--- src/rtl/sram_bus_arbiter.sv ---
// sram_bus_arbiter: shares one SRAM-like memory port between an instruction
// requester and a data requester. Only one transaction is outstanding at a time.
// Data wins by default. After STARVE_LIMIT consecutive data grants while the
// instruction port waits, the instruction port is granted.
module sram_bus_arbiter #(
    parameter int unsigned STARVE_LIMIT = 4
) (
    input  logic        clk_i,
    input  logic        rst_i,
    // instruction port
    input  logic        inst_req_i,
    input  logic        inst_wr_i,
    input  logic [1:0]  inst_size_i,
    input  logic [31:0] inst_addr_i,
    input  logic [31:0] inst_wdata_i,
    input  logic [3:0]  inst_wstrb_i,
    output logic        inst_addr_ok_o,
    output logic        inst_data_ok_o,
    output logic [31:0] inst_rdata_o,
    // data port
    input  logic        data_req_i,
    input  logic        data_wr_i,
    input  logic [1:0]  data_size_i,
    input  logic [31:0] data_addr_i,
    input  logic [31:0] data_wdata_i,
    input  logic [3:0]  data_wstrb_i,
    output logic        data_addr_ok_o,
    output logic        data_data_ok_o,
    output logic [31:0] data_rdata_o,
    // memory port
    output logic        mem_req_o,
    output logic        mem_wr_o,
    output logic [1:0]  mem_size_o,
    output logic [31:0] mem_addr_o,
    output logic [31:0] mem_wdata_o,
    output logic [3:0]  mem_wstrb_o,
    input  logic        mem_addr_ok_i,
    input  logic        mem_data_ok_i,
    input  logic [31:0] mem_rdata_i
);

    typedef enum logic [1:0] {IDLE, ADDR, WAIT} state_e;

    localparam logic [3:0] LIMIT = 4'(STARVE_LIMIT);

    state_e     state_q, state_d;
    logic       owner_q, owner_d;       // 1 = inst owns the bus, 0 = data
    logic [3:0] starve_cnt_q, starve_cnt_d;
    logic       grant_inst;

    // State, owner and starvation counter registers
    always_ff @(posedge clk_i) begin
        if (rst_i) begin
            state_q      <= IDLE;
            owner_q      <= 1'b0;
            starve_cnt_q <= '0;
        end else begin
            state_q      <= state_d;
            owner_q      <= owner_d;
            starve_cnt_q <= starve_cnt_d;
        end
    end

    // Next-state logic: arbitration in IDLE, handshake tracking in ADDR/WAIT
    always_comb begin
        state_d      = state_q;
        owner_d      = owner_q;
        starve_cnt_d = starve_cnt_q;
        grant_inst   = inst_req_i && (!data_req_i || (starve_cnt_q == LIMIT));
        unique case (state_q)
            IDLE: begin
                if (inst_req_i || data_req_i) begin
                    state_d = ADDR;
                    owner_d = grant_inst;
                    if (grant_inst || !inst_req_i) begin
                        starve_cnt_d = '0;
                    end else if (starve_cnt_q != LIMIT) begin
                        starve_cnt_d = starve_cnt_q + 4'd1;
                    end
                end
            end
            ADDR: begin
                if (mem_addr_ok_i) begin
                    state_d = WAIT;
                end
            end
            WAIT: begin
                if (mem_data_ok_i) begin
                    state_d = IDLE;
                end
            end
            default: state_d = IDLE;
        endcase
    end

    // Outputs: memory fields follow the owner; handshakes only reach the owner
    always_comb begin
        mem_req_o      = 1'b0;
        mem_wr_o       = owner_q ? inst_wr_i    : data_wr_i;
        mem_size_o     = owner_q ? inst_size_i  : data_size_i;
        mem_addr_o     = owner_q ? inst_addr_i  : data_addr_i;
        mem_wdata_o    = owner_q ? inst_wdata_i : data_wdata_i;
        mem_wstrb_o    = owner_q ? inst_wstrb_i : data_wstrb_i;
        inst_addr_ok_o = 1'b0;
        data_addr_ok_o = 1'b0;
        inst_data_ok_o = 1'b0;
        data_data_ok_o = 1'b0;
        unique case (state_q)
            ADDR: begin
                mem_req_o      = 1'b1;
                inst_addr_ok_o = owner_q  && mem_addr_ok_i;
                data_addr_ok_o = !owner_q && mem_addr_ok_i;
            end
            WAIT: begin
                inst_data_ok_o = owner_q  && mem_data_ok_i;
                data_data_ok_o = !owner_q && mem_data_ok_i;
            end
            default: ;
        endcase
    end

    assign inst_rdata_o = mem_rdata_i;
    assign data_rdata_o = mem_rdata_i;

endmodule

--- config.mk ---
export PLATFORM = sky130hd
export DESIGN_NAME = sram_bus_arbiter
export DESIGN_NICKNAME = d
export VERILOG_FILES = /design/src/rtl/sram_bus_arbiter.sv
export SDC_FILE = /design/constraint.sdc
export NUM_CORES = 1
export LEC_CHECK = 0
export BUFFER_PORTS_ARGS = -buffer_cell sky130_fd_sc_hd__buf_2
export CAP_MARGIN = 20
export CORE_AREA = 10 10 116 118
export CTS_CLUSTER_DIAMETER = 30
export DETAILED_ROUTE_END_ITERATION = 12
export DIE_AREA = 0 0 126 128
export PLACE_DENSITY_LB_ADDON = 0.2
export SETUP_SLACK_MARGIN = 0.4
export SYNTH_ARGS = -nofsm -noshare
export SYNTH_HDL_FRONTEND = slang
export SYNTH_SLANG_ARGS = --single-unit
export TNS_END_PERCENT = 10
--- constraint.sdc ---
create_clock -name clk_i -period 3.46 [get_ports clk_i]
set_clock_uncertainty 0.1 [all_clocks]
set_input_delay 0.346 -clock clk_i [delete_from_list [all_inputs] [get_ports clk_i]]
set_output_delay 0.346 -clock clk_i [all_outputs]
set_load 0.02 [all_outputs]
After elaboration in Yosys (flattened, before gate mapping). Cells that the tools add are included.

Word-level logic and storage cells: 43. Output and inout bits: 140. Register bits: 7. Input bits: 180.

Mux-type cells: 16. Reductions and logical operators: 16. Equal/unequal tests: 7. Add/sub/neg operators: 1.

Operator list (number): 2-to-1 mux 32 bit (2); 2-to-1 mux 4 bit (3); 2-to-1 mux 2 bit (4); 2-to-1 mux 1 bit (6); != test 2 bit (second input constant) (3); one-hot mux 2 bit (3 select lines) (1); AND reduction 3 bit (2); logical AND 1 bit (5); adder 4 x 1 -> 4 bit (second input constant) (1); == test 4 x 3 -> 1 bit (second input constant) (1); != test 4 x 3 -> 1 bit (second input constant) (1); logical NOT 1 bit (3); logical OR 1 bit (3); == test 2 x 1 -> 1 bit (second input constant) (1); == test 2 bit (second input constant) (1); logical NOT 2 bit (1); AND reduction 2 bit (1); nonzero test 2 bit (1).

Logic depth before layout (Yosys ltp). Gate-level depths: netlist (run 1).

Word-level depth: 6. Mapped depth: 6. Depth with buffers taken out: 6.

Worst setup path after synthesis (run 1). OpenSTA, ideal clock, no wires.

Path type: register to output. From: reg owner_q. To: out mem_wdata_o[18]. Cell stages (with the launch flop): 4. Setup slack: 1.956 ns. Arrival: 1.058 ns. Buffers on the path: 2. Cells stage by stage: dfxtp_1 buf_6 buf_4 mux2_1.

Cells in the longest elaborated chain, start to end: 1.

Ends and longest elaborated chain: from (decl) (line 47) `logic owner_q, owner_d;`; from (signal assigned) (line 59) `owner_q <= owner_d;`; 2-to-1 mux 32 bit (line 102) `mem_wdata_o = owner_q ? inst_wdata_i : data_wdata_i;`; to (decl) (line 35) `output logic [31:0] mem_wdata_o,`.

No other way between the ends.

Final worst setup path (run 1).
From: reg owner_q. To: out mem_wstrb_o[2].

Cells in the longest elaborated chain, start to end: 1.

Ends and longest elaborated chain: 2-to-1 mux 4 bit (line 103) `mem_wstrb_o = owner_q ? inst_wstrb_i : data_wstrb_i;`; to (decl) (line 36) `output logic [3:0] mem_wstrb_o,`.

No other way between the ends.

==> metrics.md, run 1 <==
| Metric | Value |
|---|---|
| Status | `complete, no violations` |
| Worst Setup Start Kind | `flip-flop` |
| Total gr overflow | `0` |
| MaxCap Viol Count | `0` |
| Layout Nets | `530` |
| DP HPWL | `7222 um` |
| Largest net degree at the start of global routing | `77` |
| Slew margin rel. | `0.3382` |
| M1 WL | `3094 um` |
| Seq/Total Area, Yosys | `0.08034` |
| Maximum root-to-sink buffer count | `2` |
| Fill count | `1234` |
| Crit-path slowest cell | `dfxtp_4` |
| Max Slew Vio Count | `0` |
| Layout Utilization | `0.2293` |
| # rows | `39` |
| Gates resized, CTS repair | `0` |
| First-pass GRT wire length | `11670 um` |
| DR WL met2 | `3789 um` |
| Syn Nets | `374` |
| Yosys warning count | `0` |
| Leak Pwr | `1.347 nW` |
| IO buf count | `223` |
| Hold Startpoint | `rst_i` |
| # diodes | `0` |
| Fin crit period | `2322 ps` |
| CTS tree | `yes` |
| Die ar. | `16130 sq um` |
| Die Y | `128 um` |
| Wire per inst | `16.41 um` |
| FF+latch count, synth | `7` |
| Min-Delay Path Class | `input pin to flip-flop` |
| Final hold violation count | `0` |
| Post-Synthesis Cells | `192` |
| Vias in the first global route | `2011` |
| Sink Count | `7` |
| CTS H-tree depth | `1` |
| # Post-CTS Setup Buffers | `0` |
| Ys flop type | `dfxtp_1` |
| Req. time, crit path | `3010 ps` |
| Pre-Repair DR Iteration Count | `4` |
| Synth async-reset ratio | `0` |
| DRC | `0` |
| Cts hold-fix bufs | `0` |
| Most frequent cells in the layout | `223 x buf_2, 36 x mux2_2, 35 x mux2_1` |
| Achievable Freq | `430.6 MHz` |
| Number of buffers created by CTS | `3` |
| Endpoint class of the critical path | `primary output` |
| Initial Utilization | `0.1554` |
| Routability cong. | `0.8732` |
| Final Cycle Share | `0.6712` |
| Total Wirelength | `8040 um` |
| Met3 WL | `1025 um` |
| Unrepaired setup endpoints after global routing | `false` |
| Initial antenna violation count | `0` |
| TNS Setup | `0 ps` |
| R2R setup slack | `2000 ps` |
| Mapped Area | `1744 sq um` |
| Peak supply drop | `0.2407 mV` |
| Actual slew at the worst max-slew pin | `992.7 ps` |
| Slowest stage delay, CP | `920 ps` |
| CTS root buf | `clkbuf_16` |
| CORE AREA | `11220 sq um` |
| Syn Area/Cell | `9.084 sq um` |
| R2R cell count | `6` |
| Crit path max fanout | `76` |
| Hold Path Stages | `2` |
| Crit path buf inv count | `1` |
| Number of synthesized flops with an enable pin | `0` |
| Antenna Nets Post-Route | `0` |
| Area Growth Syn to Fin | `47.56%` |
| Die W | `126 um` |
| Vias per cell | `3.831` |
| PwrDens | `254.5 nW/um^2` |
| Reg clk slew, reported paths | `40 ps` |
| Cells along the critical path | `mux2_2 -> buf_2` |
| RR Startpoint | `starve_cnt_q[0]$_SDFFE_PP0P_` |
| R2r endpoint | `owner_q$_SDFFE_PP0P_` |
| Io pins | `320` |
| Share of cells above drive strength 1 | `0.7666` |
| Final setup viols | `0` |
| Hold Path End | `owner_q$_SDFFE_PP0P_` |
| Initial DRC count | `60` |
| Crit Path Class | `flip-flop to primary output` |
| GRT Overall Usage | `0.08702` |
| Top sig layer | `met4` |
| Vias post-DR | `1877` |
| Yosys cell types | `24` |
| Most common cell after layout, fill and taps aside | `buf_2` |
| Worst EP arrival | `1880 ps` |
| Clock latency on the worst-skew pair | `230 ps` |
| Crit path max-delay family | `flip-flops` |
-- area by class of cell --
type | instances | area [sq um] | area share
repair buffers | 223 | 1116 | 0.4336
multi-input cells | 111 | 1049 | 0.4074
well taps | 143 | 178.9 | 0.06952
flip-flops and latches | 7 | 143.9 | 0.05591
clock buffers | 4 | 78.83 | 0.03063
inverters | 2 | 7.507 | 0.002917
-- per-stage QoR --
step / hold slack, ps / power (W) / instances / setup WS, ps / cell area, sq um
2_1_floorplan: 315.1 / 0.0004126 / 192 / 1956 / 1744
3_3_place_gp: 383.9 / 0.0004640 / 486 / 1380 / 2495
3_5_place_dp: 388.7 / 0.0004653 / 486 / 1371 / 2495
4_1_cts: 298.5 / 0.0006643 / 490 / 1128 / 2574
5_1_grt: 317.4 / 0.0006937 / 490 / 1045 / 2574
6_report: 289.8 / 0.0006551 / 490 / 1138 / 2574
-- where the power goes --
part / leakage [nW] / switching, W / internal [W] / total (W)
clock network: 0.0382 / 0.0000427 / 0.000153 / 0.000196
logic: 1.25 / 0.000180 / 0.000171 / 0.000351
registers: 0.0578 / 0.0000236 / 0.0000847 / 0.000108
total: 1.35 / 0.000247 / 0.000409 / 0.000655
-- layer usage --
layer	up-vias	GRT usage
met1	800	0.09580
met2	153	0.1441
met3	14	0.04632
li1	910	-
met4	0	0.02210
met5	-	0
-- worst register-to-register path, delay by kind of cell (launching register included) --
| kind | cells | cell delay [ps] |
|---|---|---|
| adder cells (fa/ha/maj) | 1 | 200 |
| AO/OA/AOI/OAI | 1 | 190 |
| buffers and inverters | 1 | 70 |
| AND/OR/NAND/NOR | 3 | 420 |
| flip-flops | 1 | 370 |
-- state kept, by name (all words and copies together) (netlist names) --
| register | count |
|---|---|
| owner_q | 1 |
| state_q | 2 |
| starve_cnt_q | 4 |
-- Yosys cell counts (3+ instances only) --
cell type | n | share of area
nand2b_1 | 3 | 0.011
buf_4 | 65 | 0.28
buf_6 | 4 | 0.026
dfxtp_1 | 7 | 0.080
a21oi_1 | 4 | 0.011
nand3_1 | 5 | 0.014
nor2_1 | 4 | 0.0086
buf_2 | 3 | 0.0086
nand2_1 | 7 | 0.015
mux2_2 | 36 | 0.23
mux2_1 | 35 | 0.23
-- worst max-delay path by stage --
stage	from	to	slack, ps	cells after the start
after floorplan	owner_q$_SDFFE_PP0P_	mem_wdata_o[18]	1960	3
after global placement	owner_q$_SDFFE_PP0P_	mem_wstrb_o[2]	1380	2
after detailed placement	owner_q$_SDFFE_PP0P_	mem_wstrb_o[2]	1370	2
after CTS	owner_q$_SDFFE_PP0P_	mem_wstrb_o[2]	1130	2
after global routing	owner_q$_SDFFE_PP0P_	mem_wstrb_o[2]	1040	2
final	owner_q$_SDFFE_PP0P_	mem_wstrb_o[2]	1140	2
-- logic make-up (layout without fill, tap and decap cells) --
| kind of cell | Yosys count | in the layout | share of synthesized area |
|---|---|---|---|
| AND/OR/NAND/NOR | 28 | 28 | 0.09182 |
| adder cells (fa/ha/maj) | 2 | 2 | 0.01434 |
| flip-flops | 7 | 7 | 0.08034 |
| AO/OA/AOI/OAI | 10 | 10 | 0.03658 |
| buffers and inverters | 74 | 229 | 0.3185 |
| multiplexers | 71 | 71 | 0.4584 |
Note: power is estimated with default switching activity, not from simulation.
==> run 2, diff against run 1 <==
- ABC_AREA: not set -> 1
- CORE_AREA: 10 10 116 118 -> 10 10 117 119
- DIE_AREA: 0 0 126 128 -> 0 0 127 129
- clock period: 3.46 -> 2.2 ns (I/O delays scaled with it)
==> metrics.md, run 2 <==
| Metric | Value |
|---|---|
| Mapped Area | `1767 sq um` |
| Top-count cell post-synth | `nand2_1` |
| Sink Count | `7` |
| Initial Utilization | `0.1561` |
| Reg clk slew, reported paths | `40 ps` |
| CORE AREA | `11320 sq um` |
| Die Y | `129 um` |
| Largest register FFs | `4` |
| Clock share of power | `0.289` |
| GRT Overall Usage | `0.09588` |
| Switching power | `0.0004603 W` |
| DP HPWL | `7880 um` |
| # Post-CTS Setup Buffers | `0` |
| Antenna Nets Post-Route | `0` |
| Post-Place Cells | `645` |
| CTS tree | `yes` |
| Die ar. | `16380 sq um` |
| Most common cell after layout, fill and taps aside | `nand2_1` |
| Most common library cells after synthesis | `225 x nand2_1, 70 x buf_4, 10 x inv_1` |
| Flop pwr share | `0.129` |
| Finished Layout Cells | `649` |
| CTS root buf | `clkbuf_16` |
| Min-Delay Path Class | `input pin to flip-flop` |
| Seq/Total Area, Yosys | `0.07932` |
| Share of cells above drive strength 1 | `0.4664` |
| Total gr overflow | `0` |
| Yosys cell types | `19` |
| Yosys warning count | `0` |
| Endpoint class of the critical path | `primary output` |
| Peak supply drop | `0.4542 mV` |
| R2r endpoint | `starve_cnt_q[3]$_SDFFE_PP0P_` |
| Top Registers | `starve_cnt_q: 4 flops, state_q: 2 flops, owner_q: 1 flops` |
| R2R cell count | `7` |
| PwrDens | `412.7 nW/um^2` |
| Synth area leaders | `nand2_1 48%, buf_4 30%, dfxtp_1 7.9%, inv_1 2.1%, nand3_1 2.0%` |
| # rows | `39` |
| Syn Area/Cell | `4.991 sq um` |
| Hold_ws | `127.0 ps` |
| Vias in the first global route | `2642` |
| Post-Synthesis Cells | `354` |
| Ys flop type | `dfxtp_1` |
| Share of total power in combinational logic | `0.582` |
| Actual slew at the worst max-slew pin | `380.8 ps` |
| Clock latency on the worst-skew pair | `230 ps` |
| CTS H-tree depth | `1` |
| Area Growth Syn to Fin | `47.45%` |
| Slew margin rel. | `0.7462` |
| Final hold violation count | `0` |
| First-pass GRT wire length | `13320 um` |
| Crit path max fanout | `36` |
| Syn Nets | `536` |
| Routability cong. | `0.8091` |
| Largest family of logic cells by synthesized area | `simple AND/OR/NAND/NOR gates` |
| Req. time, crit path | `1880 ps` |
| Status | `complete, no violations` |
| Most frequent cells in the layout | `225 x nand2_1, 223 x buf_2, 10 x inv_1` |
| Layout Nets | `689` |
| Xor/xnor share of the synthesized area | `0` |
| Synth Area in Compound Gates | `0.02266` |
| Power, Total | `0.001075 W` |
| Worst EP arrival | `1340 ps` |
| R2R setup slack | `900 ps` |
| Pre-Repair DR Iteration Count | `4` |
| Sw Ratio | `0.4281` |
| Io pins | `320` |
| Maximum root-to-sink buffer count | `2` |
| Register bank with the most flops | `starve_cnt_q` |
| Achievable Freq | `603.2 MHz` |
| Max Slew Vio Count | `0` |
| Crit Path Class | `flip-flop to primary output` |
| Fin crit period | `1658 ps` |
| Post-synth top area share | `0.4780` |
| Wire per inst | `13.82 um` |
| Number of synthesized flops with an enable pin | `0` |
| Unrepaired setup endpoints after global routing | `false` |
| Post-Synth Adder-Cell Area | `0.01416` |
| Synth async-reset ratio | `0` |
| MaxCap Viol Count | `0` |
| Internal power | `0.0006149 W` |
| DRC | `0` |
| Initial DRC count | `73` |
| Crit path from | `owner_q$_SDFFE_PP0P_` |
| Final setup viols | `0` |
| Mux cell area share after synthesis | `0` |
| Crit path to | `mem_wdata_o[16]` |
| Worst Setup Start Kind | `flip-flop` |
| Top cell type by total area after synthesis | `nand2_1` |
| TNS Setup | `0 ps` |
| RR Startpoint | `starve_cnt_q[0]$_SDFFE_PP0P_` |
| # diodes | `0` |
| Gates resized, CTS repair | `0` |
| Leak Pwr | `1.731 nW` |
| Largest net degree at the start of global routing | `39` |
| Number of buffers created by CTS | `3` |
| Synth Area in Simple Gates | `0.5375` |
| Vias post-DR | `2462` |
| Vias per cell | `3.794` |
| Total Wirelength | `8968 um` |
| FF+latch count, synth | `7` |
| Die W | `127 um` |
| IO buf count | `223` |
| Cts hold-fix bufs | `0` |
| Final Cycle Share | `0.7536` |
| Initial antenna violation count | `0` |
## run 2: cell families (layout without fill, tap and decap cells)
| group | after synthesis | count (layout) |
|---|---|---|
| AND/OR/NAND/NOR | 246 | 246 |
| buffers and inverters | 91 | 243 |
| AO/OA/AOI/OAI | 8 | 8 |
| flip-flops | 7 | 7 |
| adder cells (fa/ha/maj) | 2 | 2 |
## run 2: metrics by stage
| step | area, sq um | setup WS [ps] | util |
|---|---|---|---|
| floorplan | 1767 | 703.9 | - |
| global placement | 2526 | 755.9 | 0.2231 |
| detailed placement | 2526 | 759.3 | 0.2231 |
| CTS | 2605 | 510.8 | 0.2301 |
| global route | 2605 | 444.5 | 0.2301 |
| finish | 2605 | 542.2 | 0.2301 |
## run 2: worst max-delay path, stage by stage, from the launching register on
cell,delay [ps]
dfxtp_2,330
buf_4,340
nand2_1,160
nand2_1,100
buf_2,160
## run 2: cell type report
type / instances / area [sq um]
multi-input cells: 256 / 1015
clock buffers: 4 / 78.83
repair buffers: 227 / 1146
well taps: 143 / 178.9
flip-flops and latches: 7 / 141.4
fillers: 1316 / 8716
inverters: 12 / 45.04
## run 2: per-layer routing
layer  GRT usage  wire length (um)
met5           0                 0
met2      0.1792              4629
met4     0.02411               187
met1     0.09108              3046
met3     0.04887              1105
## run 2: how the worst min path moves through the flow
| stage | start | endpoint | slack, ps | depth (start not counted) |
|---|---|---|---|---|
| floorplan | rst_i | owner_q$_SDFFE_PP0P_ | 190 | 1 |
| global placement | mem_rdata_i[31] | data_rdata_o[31] | 340 | 0 |
| detailed placement | mem_rdata_i[31] | data_rdata_o[31] | 340 | 0 |
| CTS | rst_i | state_q[1]$_SDFFE_PP0P_ | 120 | 2 |
| global route | rst_i | state_q[1]$_SDFFE_PP0P_ | 140 | 2 |
| finish | rst_i | state_q[1]$_SDFFE_PP0P_ | 130 | 2 |
## run 2: power groups by stage
stage	Clock, W	Sequential, W	Combinational (W)
after CTS	0.000319	0.000139	0.000640
final	0.000310	0.000139	0.000626
after global routing	0.000325	0.000140	0.000695
after global placement	0	0.000141	0.000637
after detailed placement	0	0.000141	0.000638
after floorplan	0	0.000140	0.000520
==> run 3, diff against run 2 <==
- ABC_AREA: 1 -> 0
- CORE_AREA: 10 10 117 119 -> 10 10 116 118
- DIE_AREA: 0 0 127 129 -> 0 0 126 128
- clock period: 2.2 -> 1.4 ns (I/O delays scaled with it)
==> metrics.md, run 3 (same netlist as run 1, synthesis figures left out) <==
| Metric | Value |
|---|---|
| Status | `finished, violations left` |
| Violated checks | `negative setup slack` |
| Cells along the critical path | `buf_12 -> mux2_2 -> buf_2` |
| Endpoint class of the critical path | `primary output` |
| Initial Utilization | `0.1554` |
| Crit-path slowest cell | `dfxtp_4` |
| Leak Pwr | `1.411 nW` |
| Vias in the first global route | `2093` |
| Vias post-DR | `1929` |
| Io pins | `320` |
| Share of cells above drive strength 1 | `0.8490` |
| TNS Setup | `-11760 ps` |
| Vias per cell | `3.905` |
| Instance count on the critical path | `3` |
| Final Cycle Share | `1.147` |
| CTS H-tree depth | `1` |
| Slowest stage delay, CP | `370 ps` |
| Actual slew at the worst max-slew pin | `232.4 ps` |
| DP Area | `2570 sq um` |
| R2R setup slack | `50 ps` |
| Hold Startpoint | `rst_i` |
| Register bank with the most flops | `starve_cnt_q` |
| Final Worst Setup Slack | `-205.6 ps` |
| Crit path max-delay family | `flip-flops` |
| DRC | `0` |
| R2r endpoint | `starve_cnt_q[3]$_SDFFE_PP0P_` |
| Layout Nets | `534` |
| Min-Delay Path Class | `input pin to flip-flop` |
| Crit path to | `mem_addr_o[23]` |
| Cts hold-fix bufs | `0` |
| Unrepaired setup endpoints after global routing | `true` |
| Final hold violation count | `0` |
| Clock latency on the worst-skew pair | `230 ps` |
| Slew margin rel. | `0.8451` |
| Reg clk slew, reported paths | `40 ps` |
| MaxCap Viol Count | `0` |
| Peak supply drop | `0.5161 mV` |
| Sink Count | `7` |
| Worst Setup Start Kind | `flip-flop` |
| Top Registers | `starve_cnt_q: 4 flops, state_q: 2 flops, owner_q: 1 flops` |
| CORE AREA | `11220 sq um` |
| Worst slack, placed | `15.92 ps` |
| Largest register FFs | `4` |
| Routability cong. | `0.7763` |
| Initial antenna violation count | `0` |
| Crit path max fanout | `32` |
| PwrDens | `617.8 nW/um^2` |
| # rows | `39` |
| Total Wirelength | `8356 um` |
| Power, Total | `0.001715 W` |
| Most common cell after layout, fill and taps aside | `buf_2` |
| Die ar. | `16130 sq um` |
| Achievable Freq | `622.8 MHz` |
| Req. time, crit path | `1160 ps` |
| Largest net degree at the start of global routing | `34` |
| RR Startpoint | `starve_cnt_q[1]$_SDFFE_PP0P_` |
| GRT Overall Usage | `0.08932` |
| IO buf count | `223` |
| Worst EP arrival | `1370 ps` |
| First-pass GRT wire length | `11960 um` |
| Fin crit period | `1606 ps` |
| R2R cell count | `6` |
| Antenna Nets Post-Route | `0` |
| Number of buffers created by CTS | `3` |
| Wire per inst | `16.91 um` |
| Die W | `126 um` |
| Total gr overflow | `0` |
| Crit path from | `owner_q$_SDFFE_PP0P_` |
| Initial DRC count | `25` |
| Maximum root-to-sink buffer count | `2` |
| DP HPWL | `7409 um` |
| Die Y | `128 um` |
| Hold_ws | `84.26 ps` |
| Crit Path Class | `flip-flop to primary output` |
| CTS root buf | `clkbuf_16` |
| Crit path buf inv count | `2` |
| Most frequent cells in the layout | `209 x buf_2, 40 x mux2_2, 27 x mux2_1` |
| Area Growth Syn to Fin | `59.11%` |
| Fill count | `1269` |
| # diodes | `0` |
| Final setup viols | `72` |
| CTS tree | `yes` |
| # Post-CTS Setup Buffers | `0` |
| Final instance area | `2775 sq um` |
| Pre-Repair DR Iteration Count | `4` |
| Max Slew Vio Count | `0` |
run 3: cell count changes in the layout (fill, tap and decap cells not counted), sizes merged, moves of 2 or more:
cell / before / now
and2b: 0 / 2
a31oi: 0 / 2
and3: 0 / 2
inv: 12 / 2
nand2: 226 / 7
nand2b: 0 / 3
nor2: 10 / 6
o21ai: 3 / 1
mux2: 0 / 71
nand3: 7 / 5
run 3: where the power goes:
part	internal [W]	total, W	switching (W)
registers	0.000209	0.000220	0.0000118
clock network	0.000380	0.000498	0.000119
logic	0.000482	0.000996	0.000514
total	0.00107	0.00171	0.000644
run 3: how the worst min path moves through the flow:
stage	to	slack (ps)	depth (start not counted)
finish	starve_cnt_q[0]$_SDFFE_PP0P_	80	2
global route	starve_cnt_q[1]$_SDFFE_PP0P_	100	2
CTS	starve_cnt_q[0]$_SDFFE_PP0P_	90	2
detailed placement	data_rdata_o[26]	180	0
global placement	data_rdata_o[26]	180	0
floorplan	starve_cnt_q[0]$_SDFFE_PP0P_	100	1
run 3: through the flow:
step | utilization | std cells
2_1_floorplan | - | 192
3_3_place_gp | 0.2290 | 490
3_5_place_dp | 0.2290 | 490
4_1_cts | 0.2446 | 494
5_1_grt | 0.2473 | 494
6_report | 0.2473 | 494
run 3: repair_timing:
action / 4_1_cts / 5_1_grt
resized for setup: 29 / 10
gates cloned: 0 / 0
setup endpoints to repair: 83 / 83
pin swaps: 13 / 5
run 3: cell type report:
cell class              instances  area [sq um]  area share
multi-input cells             111          1131      0.4076
inverters                       2         7.507    0.002705
repair buffers                227          1225      0.4414
well taps                     143         178.9     0.06447
flip-flops and latches          7         153.9     0.05546
clock buffers                   4         78.83     0.02840
run 3: per-layer routing:
metal / global-route usage / share of wire / vias up
li1: - / - / 916
met1: 0.09431 / 0.37 / 866
met2: 0.1591 / 0.52 / 130
met3: 0.03805 / 0.10 / 17
met4: 0.02478 / 0.010 / 0
met5: 0 / 0 / -
